## src/rtl/sound_event_scheduler_pkg.sv

```systemverilog
// Shared types and helpers for the sound event scheduler: FSM states,
// player ids, FIFO push record and the hit-to-tone reduction.
package sound_sched_pkg;
  typedef enum logic [1:0] {IDLE, ISSUE, PLAY, GAP} state_t;

  localparam logic P1 = 1'b0;
  localparam logic P2 = 1'b1;
  localparam logic [7:0] DROP_MAX = 8'd255;

  typedef struct packed {
    logic       vld;
    logic [7:0] code;
  } push_t;

  // Highest set lane wins; P1 drives the low nibble, P2 the high nibble.
  function automatic logic [7:0] hit_to_code(input logic player, input logic [3:0] nibble);
    logic [3:0] top;
    top = '0;
    for (int i = 0; i < 4; i++) begin
      if (nibble[i]) begin
        top    = '0;
        top[i] = 1'b1;
      end
    end
    return player ? {top, 4'b0000} : {4'b0000, top};
  endfunction
endpackage

```

## src/rtl/sound_event_fifo.sv

```systemverilog
// Tone-code FIFO with two ordered push ports (a lands before b) and one pop.
module sound_event_fifo
  import sound_sched_pkg::*;
#(
  parameter int QDEPTH = 4
) (
  input  logic                      clk,
  input  logic                      rst,
  input  logic                      clear,
  input  push_t                     push_a,
  input  push_t                     push_b,
  input  logic                      pop,
  output logic [7:0]                head,
  output logic [$clog2(QDEPTH):0]   count,
  output logic                      full,
  output logic                      empty
);
  localparam int AW = $clog2(QDEPTH);
  localparam int CW = AW + 1;

  logic [7:0]    mem [QDEPTH];
  logic [AW-1:0] rd_ptr, wr_ptr, wr_b;

  assign wr_b  = push_a.vld ? wr_ptr + AW'(1) : wr_ptr;
  assign head  = mem[rd_ptr];
  assign full  = (count == CW'(QDEPTH));
  assign empty = (count == '0);

  always_ff @(posedge clk) begin
    if (push_a.vld) mem[wr_ptr] <= push_a.code;
    if (push_b.vld) mem[wr_b]   <= push_b.code;
  end

  // Pointers wrap naturally since QDEPTH is a power of two.
  always_ff @(posedge clk) begin
    if (rst || clear) begin
      rd_ptr <= '0;
      wr_ptr <= '0;
      count  <= '0;
    end else begin
      wr_ptr <= wr_ptr + AW'(push_a.vld) + AW'(push_b.vld);
      rd_ptr <= rd_ptr + AW'(pop);
      count  <= count + CW'(push_a.vld) + CW'(push_b.vld) - CW'(pop);
    end
  end
endmodule

```

## src/rtl/sound_event_scheduler.sv

```systemverilog
// Turns player hit edges into queued one-hot tone pulses for the buzzer
// driver, arbitrating ties round-robin and spacing tones by tone+gap time.
module sound_event_scheduler
  import sound_sched_pkg::*;
#(
  parameter int TONE_CYCLES = 25_000_000,
  parameter int GAP_CYCLES  = 2_500_000,
  parameter int QDEPTH      = 4,
  parameter int CNT_W       = 27
) (
  input  logic       clk,
  input  logic       rst,
  input  logic       enable,
  input  logic [3:0] p1_hit,
  input  logic [3:0] p2_hit,
  output logic [7:0] sound,
  output logic       busy,
  output logic       q_full,
  output logic [7:0] drop_cnt
);
  localparam int CW = $clog2(QDEPTH) + 1;
  localparam logic [CNT_W-1:0] TONE_LD = CNT_W'(TONE_CYCLES - 1);
  localparam logic [CNT_W-1:0] GAP_LD  = (GAP_CYCLES > 0) ? CNT_W'(GAP_CYCLES - 1) : '0;

  logic [1:0][3:0] hit, prev_hit;
  logic [1:0]      req;
  logic [1:0][7:0] code;
  logic            rr_last, winner, pop, empty, full;
  logic [CW-1:0]   count, free;
  logic [7:0]      head;
  logic [1:0]      n_drop;
  logic [8:0]      drop_sum;
  push_t           push_a, push_b;
  state_t          state, state_nxt;
  logic [CNT_W-1:0] cnt, cnt_nxt;

  assign hit = {p2_hit, p1_hit};

  for (genvar p = 0; p < 2; p++) begin : g_player
    localparam logic PID = 1'(p);
    assign req[p]  = enable && (hit[p] != 4'b0) && (prev_hit[p] == 4'b0);
    assign code[p] = hit_to_code(PID, hit[p]);
  end

  always_ff @(posedge clk) begin
    if (rst) prev_hit <= '0;
    else     prev_hit <= hit;
  end

  // A same-cycle pop frees its slot before pushes are judged.
  assign free   = CW'(QDEPTH) - count + CW'(pop);
  assign winner = ~rr_last;

  always_comb begin
    push_a = '0;
    push_b = '0;
    n_drop = 2'd0;
    if (req[0] && req[1]) begin
      push_a = '{vld: free >= CW'(1), code: code[winner]};
      push_b = '{vld: free >= CW'(2), code: code[~winner]};
      n_drop = 2'(!push_a.vld) + 2'(!push_b.vld);
    end else if (req[0] || req[1]) begin
      push_a = '{vld: free != '0, code: req[0] ? code[0] : code[1]};
      n_drop = 2'(!push_a.vld);
    end
  end

  assign drop_sum = {1'b0, drop_cnt} + 9'(n_drop);

  always_ff @(posedge clk) begin
    if (rst) begin
      rr_last  <= P2;
      drop_cnt <= '0;
    end else begin
      if (req[0] && req[1]) rr_last <= winner;
      if (n_drop != 2'd0)
        drop_cnt <= (drop_sum > 9'(DROP_MAX)) ? DROP_MAX : drop_sum[7:0];
    end
  end

  sound_event_fifo #(.QDEPTH(QDEPTH)) u_fifo (
    .clk   (clk),
    .rst   (rst),
    .clear (!enable),
    .push_a(push_a),
    .push_b(push_b),
    .pop   (pop),
    .head  (head),
    .count (count),
    .full  (full),
    .empty (empty)
  );

  always_comb begin
    state_nxt = state;
    cnt_nxt   = cnt;
    pop       = 1'b0;
    unique case (state)
      IDLE:  if (!empty) state_nxt = ISSUE;
      ISSUE: begin
        pop       = 1'b1;
        cnt_nxt   = TONE_LD;
        state_nxt = PLAY;
      end
      PLAY: begin
        if (cnt != '0) cnt_nxt = cnt - CNT_W'(1);
        else if (GAP_CYCLES == 0) state_nxt = IDLE;
        else begin
          cnt_nxt   = GAP_LD;
          state_nxt = GAP;
        end
      end
      GAP: begin
        if (cnt != '0) cnt_nxt = cnt - CNT_W'(1);
        else           state_nxt = IDLE;
      end
      default: state_nxt = IDLE;
    endcase
    if (!enable) begin
      state_nxt = IDLE;
      cnt_nxt   = '0;
      pop       = 1'b0;
    end
  end

  // sound is loaded on entry to ISSUE so the pulse lines up with that state.
  always_ff @(posedge clk) begin
    if (rst) begin
      state <= IDLE;
      cnt   <= '0;
      sound <= '0;
    end else begin
      state <= state_nxt;
      cnt   <= cnt_nxt;
      sound <= (state_nxt == ISSUE) ? head : 8'h00;
    end
  end

  assign busy   = (state != IDLE) || !empty;
  assign q_full = full;
endmodule

```

## config.mk

```make
export PLATFORM = sky130hd
export DESIGN_NAME = sound_event_scheduler
export DESIGN_NICKNAME = d
export VERILOG_FILES = /design/src/rtl/sound_event_scheduler_pkg.sv /design/src/rtl/sound_event_fifo.sv /design/src/rtl/sound_event_scheduler.sv
export SDC_FILE = /design/constraint.sdc
export NUM_CORES = 1
export LEC_CHECK = 0
export CORE_ASPECT_RATIO = 0.75
export CORE_MARGIN = 2
export CORE_UTILIZATION = 60
export CTS_BUF_LIST = sky130_fd_sc_hd__clkbuf_8
export DETAILED_ROUTE_END_ITERATION = 6
export PLACE_DENSITY = 0.81
export RECOVER_POWER = 50
export SLEW_MARGIN = 20
export SYNTH_ARGS = -nofsm -noshare
export SYNTH_HDL_FRONTEND = slang
export SYNTH_SLANG_ARGS = --single-unit
```

## constraint.sdc

```tcl
create_clock -name clk -period 4.35 [get_ports clk]
set_clock_uncertainty 0.1 [all_clocks]
set_input_delay 0.6525 -clock clk [delete_from_list [all_inputs] [get_ports clk]]
set_output_delay 0.6525 -clock clk [all_outputs]
set_load 0.02 [all_outputs]
```

==> results of run 1 <==
==> how the worst min path moves through the flow <==
stage / startpoint / endpoint / depth (start not counted)
floorplan: cnt[26] / cnt[26] / 2
global placement: cnt[26] / cnt[26] / 2
detailed placement: cnt[26] / cnt[26] / 2
CTS: cnt[26] / cnt[26] / 2
global route: cnt[26] / cnt[26] / 2
finish: cnt[26] / cnt[26] / 2
==> power by group <==
group / switching [mW] / total, mW / internal [mW]
Sequential: 0.0180 / 0.941 / 0.923
Combinational: 0.173 / 0.279 / 0.106
Clock: 0.337 / 0.560 / 0.222
==> registers in the layout, indices dropped and copies added, names as in the netlist <==
signal,flops
u_fifo.mem,32
cnt,27
drop_cnt,8
prev_hit,8
sound,8
u_fifo.count,3
state,2
u_fifo.rd_ptr,2
u_fifo.wr_ptr,2
rr_last,1
==> synthesized netlist by cell type (11+ instances only) <==
| library cell | instances |
|---|---|
| clkbuf_1 | 19 |
| xnor2_1 | 13 |
| nor2b_1 | 17 |
| nand3_1 | 12 |
| a21oi_1 | 27 |
| nand2_1 | 28 |
| nor3_1 | 11 |
| dfxtp_1 | 61 |
| nor4_1 | 11 |
| nor2_1 | 81 |
| inv_1 | 17 |
| ha_1 | 12 |
| edfxtp_1 | 32 |
==> cell type report <==
type	count	area [um^2]	area share, %
sequential	93	2182	42.80
multi-input combinational	336	2188	42.92
tap	101	126.4	2.479
timing repair buffer	38	344.1	6.748
inverter	18	67.56	1.325
clock buffer	9	123.9	2.429
clock inverter	7	66.31	1.301
==> worst max-delay path: stages (launching register included) <==
cell and delay, ns:
dfxtp_1 0.53, inv_1 0.10, nor2_1 0.31, nand2_1 0.13, ha_1 0.19, inv_1 0.05
ha_1 0.15, xor2_1 0.13, nor2_1 0.08, or3_1 0.40, ha_1 0.28, inv_1 0.04
fa_1 0.37, fa_1 0.38, xnor2_1 0.19, xnor2_1 0.14, nor2_1 0.05
==> per-layer routing <==
metal	vias up	routed length [um]	track usage [%]
li1	1753	-	-
met1	1761	4661	35.34
met2	119	4439	38.76
met3	14	701	7.918
met4	0	109	5.676
met5	-	0	0
==> kinds of logic (layout without fill, tap and decap cells) <==
| kind of cell | Yosys count | in the layout |
|---|---|---|
| adders and majority gates | 16 | 16 |
| xor gates and xnor gates | 20 | 20 |
| AOI/OAI and AO/OA | 77 | 77 |
| DFF | 93 | 93 |
| muxes | 10 | 10 |
| and+or+nand+nor | 213 | 213 |
| buffers and inverters | 39 | 72 |
==> layout by cell type (no fill, tap or decap), drive strengths merged, types with 6 or more instances in the layout <==
cell           Yosys  final
clkbuf            20     12
nand2             28     28
mux4               8      8
a211oi             8      8
nand3             12     12
xnor2             13     13
nor2              81     81
and2               6      6
edfxtp            32     32
or4               12     12
o21ai              6      6
nor4              12     12
dlygate4sd3        0     20
nor2b             17     17
xor2               7      7
buf                1      7
nor3              11     11
dfxtp             61     61
ha                12     12
inv               17     21
clkdlybuf4s50      0      8
a21oi             27     27
or3                8      8
a31oi              8      8
==> per-stage QoR <==
| stage | area (um^2) | util, % |
|---|---|---|
| 4_1_cts | 5142 | 70.15 |
| 5_1_grt | 5099 | 69.55 |
| 3_3_place_gp | 4952 | 67.55 |
| 6_report | 5099 | 69.55 |
| 3_5_place_dp | 4952 | 67.55 |
| 2_1_floorplan | 4551 | - |
==> run summary, run 1 <==
max-slew violation count = 0
slew of the pin with the lowest slew margin = 1.382 ns
crit path DAT = 3.91 ns
DP Wirelength = 7174 um
fin nets = 523
CTS root buffer = clkbuf_8
Synth Net Count = 495
Pleak = 1.958 nW
Worst-path clk slew = 0.10 ns
CTS Hold Bufs = 0
CP startpoint = state[0]
Chip Width = 104.6 um
total gr overflow = 0
status = completed
worst skew pair latency = 0.37 ns
fillers = 568
via count = 3647
All-Layer GR Usage = 25.25%
Post-Route WL = 9911 um
max-cap viol count = 0
period utilization = 87.51%
CP Capture Type = flop
Antenna Diode Count = 0
Yosys reg bits = 93
Synth Area in Simple Gates = 24.28%
setup slack after placement = 0.4221 ns
CP Launch Type = flop
Layout area overhead = 12.04%
Synth Area in Compound Gates = 11.16%
routability-driven placement congestion ratio = 0.9806
CTS Buf Count = 9
CTS resizes = 0
CTS Buffer Depth = 2
clk sink count = 93
ys async rst share = 0%
Cell Area, Synth = 4551 um^2
row cnt = 27
headroom to the max-slew limit = 7.872%
post-synthesis sequential area ratio = 47.95%
CP required = 4.45 ns
Chip Height = 79.42 um
setup violators final = 0
Synth Area in Adders = 5.059%
final setup margin = 0.5432 ns
Starting Density = 62.08%
worst r2r path cells = 16
Final min period = 3.807 ns
vias in the first global route = 3347
Post-synth EDFFs = 32
buffers inserted by post-CTS timing repair = 0
setup TNS = 0 ns
Synth cell types = 57
worst vdd ir = 0.0001970 V
Inst Count DP = 586
RSZ-0062 raised after global routing = no
Max Fclk = 262.7 MHz
ys flop type = dfxtp_1
cells after synthesis = 468
Synth top area share = 26.84%
cell taking the most area after synthesis = dfxtp_1
core area = 7331 um^2
hold slack = 0.3774 ns
worst min path class = flop to flop
drt first-iter violations = 248
PwrDens = 349.1 nW/um^2
die area = 8304 um^2
Worst Setup EP = u_fifo.count[2]
top cells by area, synth = dfxtp_1 27%, edfxtp_1 21%, nor2_1 6.7%
Design Power = 1.780 mW
Hold Vio Cnt, Final = 0
final antenna-violating net count = 0
layout cells sized above 1 = 7.385%
reg-to-reg startpoint = state[0]
DRC = 0
via/cell ratio = 6.058
largest family of logic cells by synthesized area = simple AND/OR/NAND/NOR gates
# port buffers = 28
WS Path Type = flop to flop
first-pass GRT wire length = 16330 um
H-Tree Depth = 3
mux contribution to synthesized area = 4.454%
synth warn = 0
largest net degree at the start of global routing = 30
antenna violations before repair = 0
Pre-Repair DR Iteration Count = 6
CP max FO = 10
Finished Layout Cells = 602
drt wl/cell = 16.46 um
RR Endpoint = u_fifo.count[2]
CTS tree = built
IO Pins = 29
syn avg cell area = 9.724 um^2
Synth Area in XOR/XNOR = 3.849%
flop2flop setup slack = 0.54 ns
(Power assumes the default switching activity.)
==> inputs of run 2 (changes only) <==
Clock period 4.35 ns to 3.8 ns, I/O delays scaled along.
==> run summary, run 2 (synthesis results as in run 1) <==
status = completed
antenna violations before repair = 0
Final min period = 3.505 ns
fin nets = 527
worst r2r path cells = 6
DRC = 0
Max Fclk = 285.3 MHz
routability-driven placement congestion ratio = 0.9174
slew of the pin with the lowest slew margin = 1.055 ns
Placed Area = 4982 um^2
worst vdd ir = 0.0002524 V
final setup margin = 0.2948 ns
CP required = 3.97 ns
RR Endpoint = cnt[0]
Chip Width = 104.6 um
vias in the first global route = 3405
CTS tree = built
reg-to-reg startpoint = cnt[8]
max-cap viol count = 0
hold slack = 0.3825 ns
layout cells sized above 1 = 8.119%
Layout area overhead = 12.65%
Largest register FFs = 32
flop2flop setup slack = 0.44 ns
All-Layer GR Usage = 25.70%
Hold Startpoint = cnt[26]
hold path cells = 2
worst min path class = flop to flop
fillers = 566
Pleak = 1.975 nW
PwrDens = 397.9 nW/um^2
H-Tree Depth = 3
Regs by FF count = u_fifo.mem (32), cnt (27)
most common cell after layout, fill and taps aside = nor2_1
CP Launch Type = primary input
CTS resizes = 0
clk sink count = 93
CP max FO = 5
setup slack after placement = -0.1160 ns
max-slew violation count = 0
Post-Route WL = 10270 um
Worst-path clk slew = 0.10 ns
Most flops, register = u_fifo.mem
Worst Hold Path EP = cnt[26]
largest net degree at the start of global routing = 22
drt first-iter violations = 335
most frequent cells in the layout = 81 x nor2_1, 61 x dfxtp_1, 32 x edfxtp_1
CTS Buffer Depth = 2
core area = 7331 um^2
Antenna Diode Count = 0
Final Instance Area = 5126 um^2
via count = 3657
CP Capture Type = flop
crit path DAT = 3.68 ns
via/cell ratio = 6.035
# port buffers = 28
total gr overflow = 0
Chip Height = 79.42 um
drt wl/cell = 16.95 um
period utilization = 92.24%
WS Path Type = primary input to flop
first-pass GRT wire length = 16740 um
setup violators final = 0
CTS Hold Bufs = 0
CTS root buffer = clkbuf_8
DP Wirelength = 7486 um
Design Power = 2.040 mW
final antenna-violating net count = 0
Pre-Repair DR Iteration Count = 5
worst skew pair latency = 0.36 ns
headroom to the max-slew limit = 28.99%
die area = 8304 um^2
final design utilization = 69.93%
RSZ-0062 raised after global routing = no
Starting Density = 62.08%
buffers inserted by post-CTS timing repair = 0
Hold Vio Cnt, Final = 0
IO Pins = 29
row cnt = 27
CTS Buf Count = 9
## run 2: cell types whose count changed in the layout (fill, tap and decap cells not counted), sizes merged
cell and change:
clkdlybuf4s50 +1, buf +4, inv +1, clkinv -1, dlygate4sd3 -1
## run 2: routing by layer
metal  share of wire (%)  vias up  GRT usage [%]
li1                    -     1756              -
met1                  45     1734          36.46
met2                  47      157          41.05
met3                 7.1       10          6.449
met4                0.72        0          4.054
met5                   0        -              0
## run 2: worst max-delay path by stage
stage               startpoint              end  slack (ns)  depth (start not counted)
floorplan             state[0]  u_fifo.count[2]        0.04                         18
global placement        enable  u_fifo.count[2]        0.09                         15
detailed placement      enable      drop_cnt[6]       -0.12                         17
CTS                     enable  u_fifo.count[2]        0.28                         15
global route            enable      drop_cnt[5]        0.02                         18
finish                  enable      drop_cnt[6]        0.29                         17
## run 2: through the flow
stage / setup TNS (ns) / std cells
floorplan: 0 / 468
global placement: 0 / 590
detailed placement: -0.3069 / 590
CTS: 0 / 606
global route: 0 / 606
finish: 0 / 606
## run 2: power breakdown
part / leakage, nW / switching, mW / internal (mW) / total [mW]
logic: 1.08 / 0.199 / 0.130 / 0.329
clock network: 0.0921 / 0.380 / 0.254 / 0.634
registers: 0.801 / 0.0195 / 1.06 / 1.08
total: 1.98 / 0.599 / 1.44 / 2.04
## run 2: area by class of cell
class	instances	area, um^2	area share [%]
well taps	101	126.4	2.465
clock inverters	7	63.81	1.245
inverters	18	67.56	1.318
clock buffers	9	123.9	2.416
flip-flops and latches	93	2182	42.57
repair buffers	42	374.1	7.298
multi-input cells	336	2188	42.69
## run 2: worst max-delay path, stage by stage
cell and delay [ns]:
clkdlybuf4s50_1 0.43, nand2_1 0.09, ha_1 0.14, inv_1 0.04, ha_1 0.18, xor2_1 0.16
nor2_1 0.19, nand2_1 0.13, inv_1 0.09, ha_1 0.24, nand2_1 0.06, o21ai_0 0.08
ha_1 0.22, fa_1 0.40, and2_1 0.23, and4b_1 0.21, a211oi_1 0.21
==> inputs of run 3 (changes only) <==
Settings changed: CORE_MARGIN 2 to 8.
==> run summary, run 3 (synthesis results as in run 1) <==
slew of the pin with the lowest slew margin = 0.9862 ns
via/cell ratio = 6.015
row cnt = 27
final antenna-violating net count = 0
CTS resizes = 0
PwrDens = 398.0 nW/um^2
WS Path Type = primary input to flop
die area = 10660 um^2
CP Launch Type = primary input
final design utilization = 69.61%
vias in the first global route = 3482
Design Power = 2.040 mW
Pleak = 1.976 nW
max-slew violation count = 0
most frequent cells in the layout = 81 x nor2_1, 61 x dfxtp_1, 32 x edfxtp_1
worst min path class = flop to flop
worst vdd ir = 0.0002587 V
first-pass GRT wire length = 16970 um
clk sink count = 93
RSZ-0062 raised after global routing = no
total gr overflow = 0
antenna violations before repair = 0
CTS root buffer = clkbuf_8
buffers inserted by post-CTS timing repair = 0
Regs by FF count = u_fifo.mem (32), cnt (27)
IO Pins = 29
Antenna Diode Count = 0
via count = 3645
setup violators final = 0
max-cap viol count = 0
crit path DAT = 3.63 ns
drt wl/cell = 16.74 um
All-Layer GR Usage = 19.95%
CP required = 3.94 ns
CTS Buffer Depth = 2
CTS Buf Count = 9
Chip Width = 116.6 um
final setup margin = 0.3089 ns
Chip Height = 91.42 um
H-Tree Depth = 3
period utilization = 91.87%
status = completed
Hold Vio Cnt, Final = 0
Most common cell on crit path = ha_1
fin nets = 527
core area = 7365 um^2
drt first-iter violations = 374
worst stage delay on the critical path = 0.48 ns
Final min period = 3.491 ns
Worst-path clk slew = 0.10 ns
Inst Count DP = 590
Finished Layout Cells = 606
Starting Density = 61.79%
largest net degree at the start of global routing = 22
Largest register FFs = 32
Max Fclk = 286.4 MHz
CTS tree = built
CP cell instances = clkdlybuf4s50_1 > nand2_1 > ha_1 > inv_1 > ha_1 > xor2_1 > nor2_1 > or3_1 > ha_1 > inv_1 > fa_1 > fa_1 > xnor2_1 > xnor2_1 > nor2_1
fillers = 598
routability-driven placement congestion ratio = 0.8739
slowest cell on the critical path = clkdlybuf4s50_1
setup slack after placement = -0.1095 ns
CP max FO = 3
worst skew pair latency = 0.36 ns
headroom to the max-slew limit = 34.26%
CP Capture Type = flop
DP Wirelength = 7478 um
Post-Route WL = 10140 um
Most flops, register = u_fifo.mem
layout cells sized above 1 = 7.921%
Layout area overhead = 12.65%
Pre-Repair DR Iteration Count = 5
most common cell after layout, fill and taps aside = nor2_1
DRC = 0
CTS Hold Bufs = 0
# port buffers = 28
-- run 3: changes by cell type in the layout (fill, tap and decap cells not counted), sizes merged --
cell,delta
clkinvlp,-1
clkinv,+1
clkbuf,+2
buf,-2
-- run 3: report_power, final --
group | total (mW) | internal [mW] | leakage (nW) | switching (mW)
Clock | 0.634 | 0.255 | 0.0947 | 0.379
Combinational | 0.329 | 0.127 | 1.08 | 0.202
Sequential | 1.08 | 1.06 | 0.801 | 0.0197
Total | 2.04 | 1.44 | 1.98 | 0.602
-- run 3: layer usage --
layer / vias to the layer above / wire length (um) / global-route usage, %
met2: 161 / 4601 / 29.14
li1: 1755 / - / -
met3: 13 / 808 / 5.489
met5: - / 0 / 0
met4: 0 / 137 / 6.270
met1: 1716 / 4597 / 27.96
-- run 3: through the flow --
stage          setup TNS (ns)  hold slack (ns)  instance area, um^2
6_report                    0           0.3581                 5126
5_1_grt                     0           0.3861                 5126
4_1_cts                     0           0.3593                 5171
3_5_place_dp          -0.1286           0.3444                 4982
3_3_place_gp                0           0.3373                 4982
2_1_floorplan               0           0.3266                 4551
-- run 3: layout make-up --
cell class	count	area (um^2)	area share [%]
Clock buffer	9	123.9	2.416
Inverter	18	67.56	1.318
Sequential cell	93	2182	42.57
Multi-Input combinational cell	336	2195	42.81
Tap cell	101	126.4	2.465
Clock inverter	7	65.06	1.269
Timing Repair Buffer	42	366.6	7.152
-- run 3: worst paths after layout --
path	from	to	slack (ns)	cells past startpoint
hold reg to reg	cnt[26]	cnt[26]	0.36	2
setup / recovery	enable	u_fifo.count[2]	0.31	15
setup reg to reg	state[0]	u_fifo.count[2]	0.44	16
hold / removal	cnt[26]	cnt[26]	0.36	2
-- run 3: critical path, delay by kind of cell --
kind                     cells  cell delay (ns)
buffers and inverters        3             0.58
AND/OR/NAND/NOR              4             0.63
adder cells (fa/ha/maj)      5             1.40
XOR/XNOR                     3             0.46
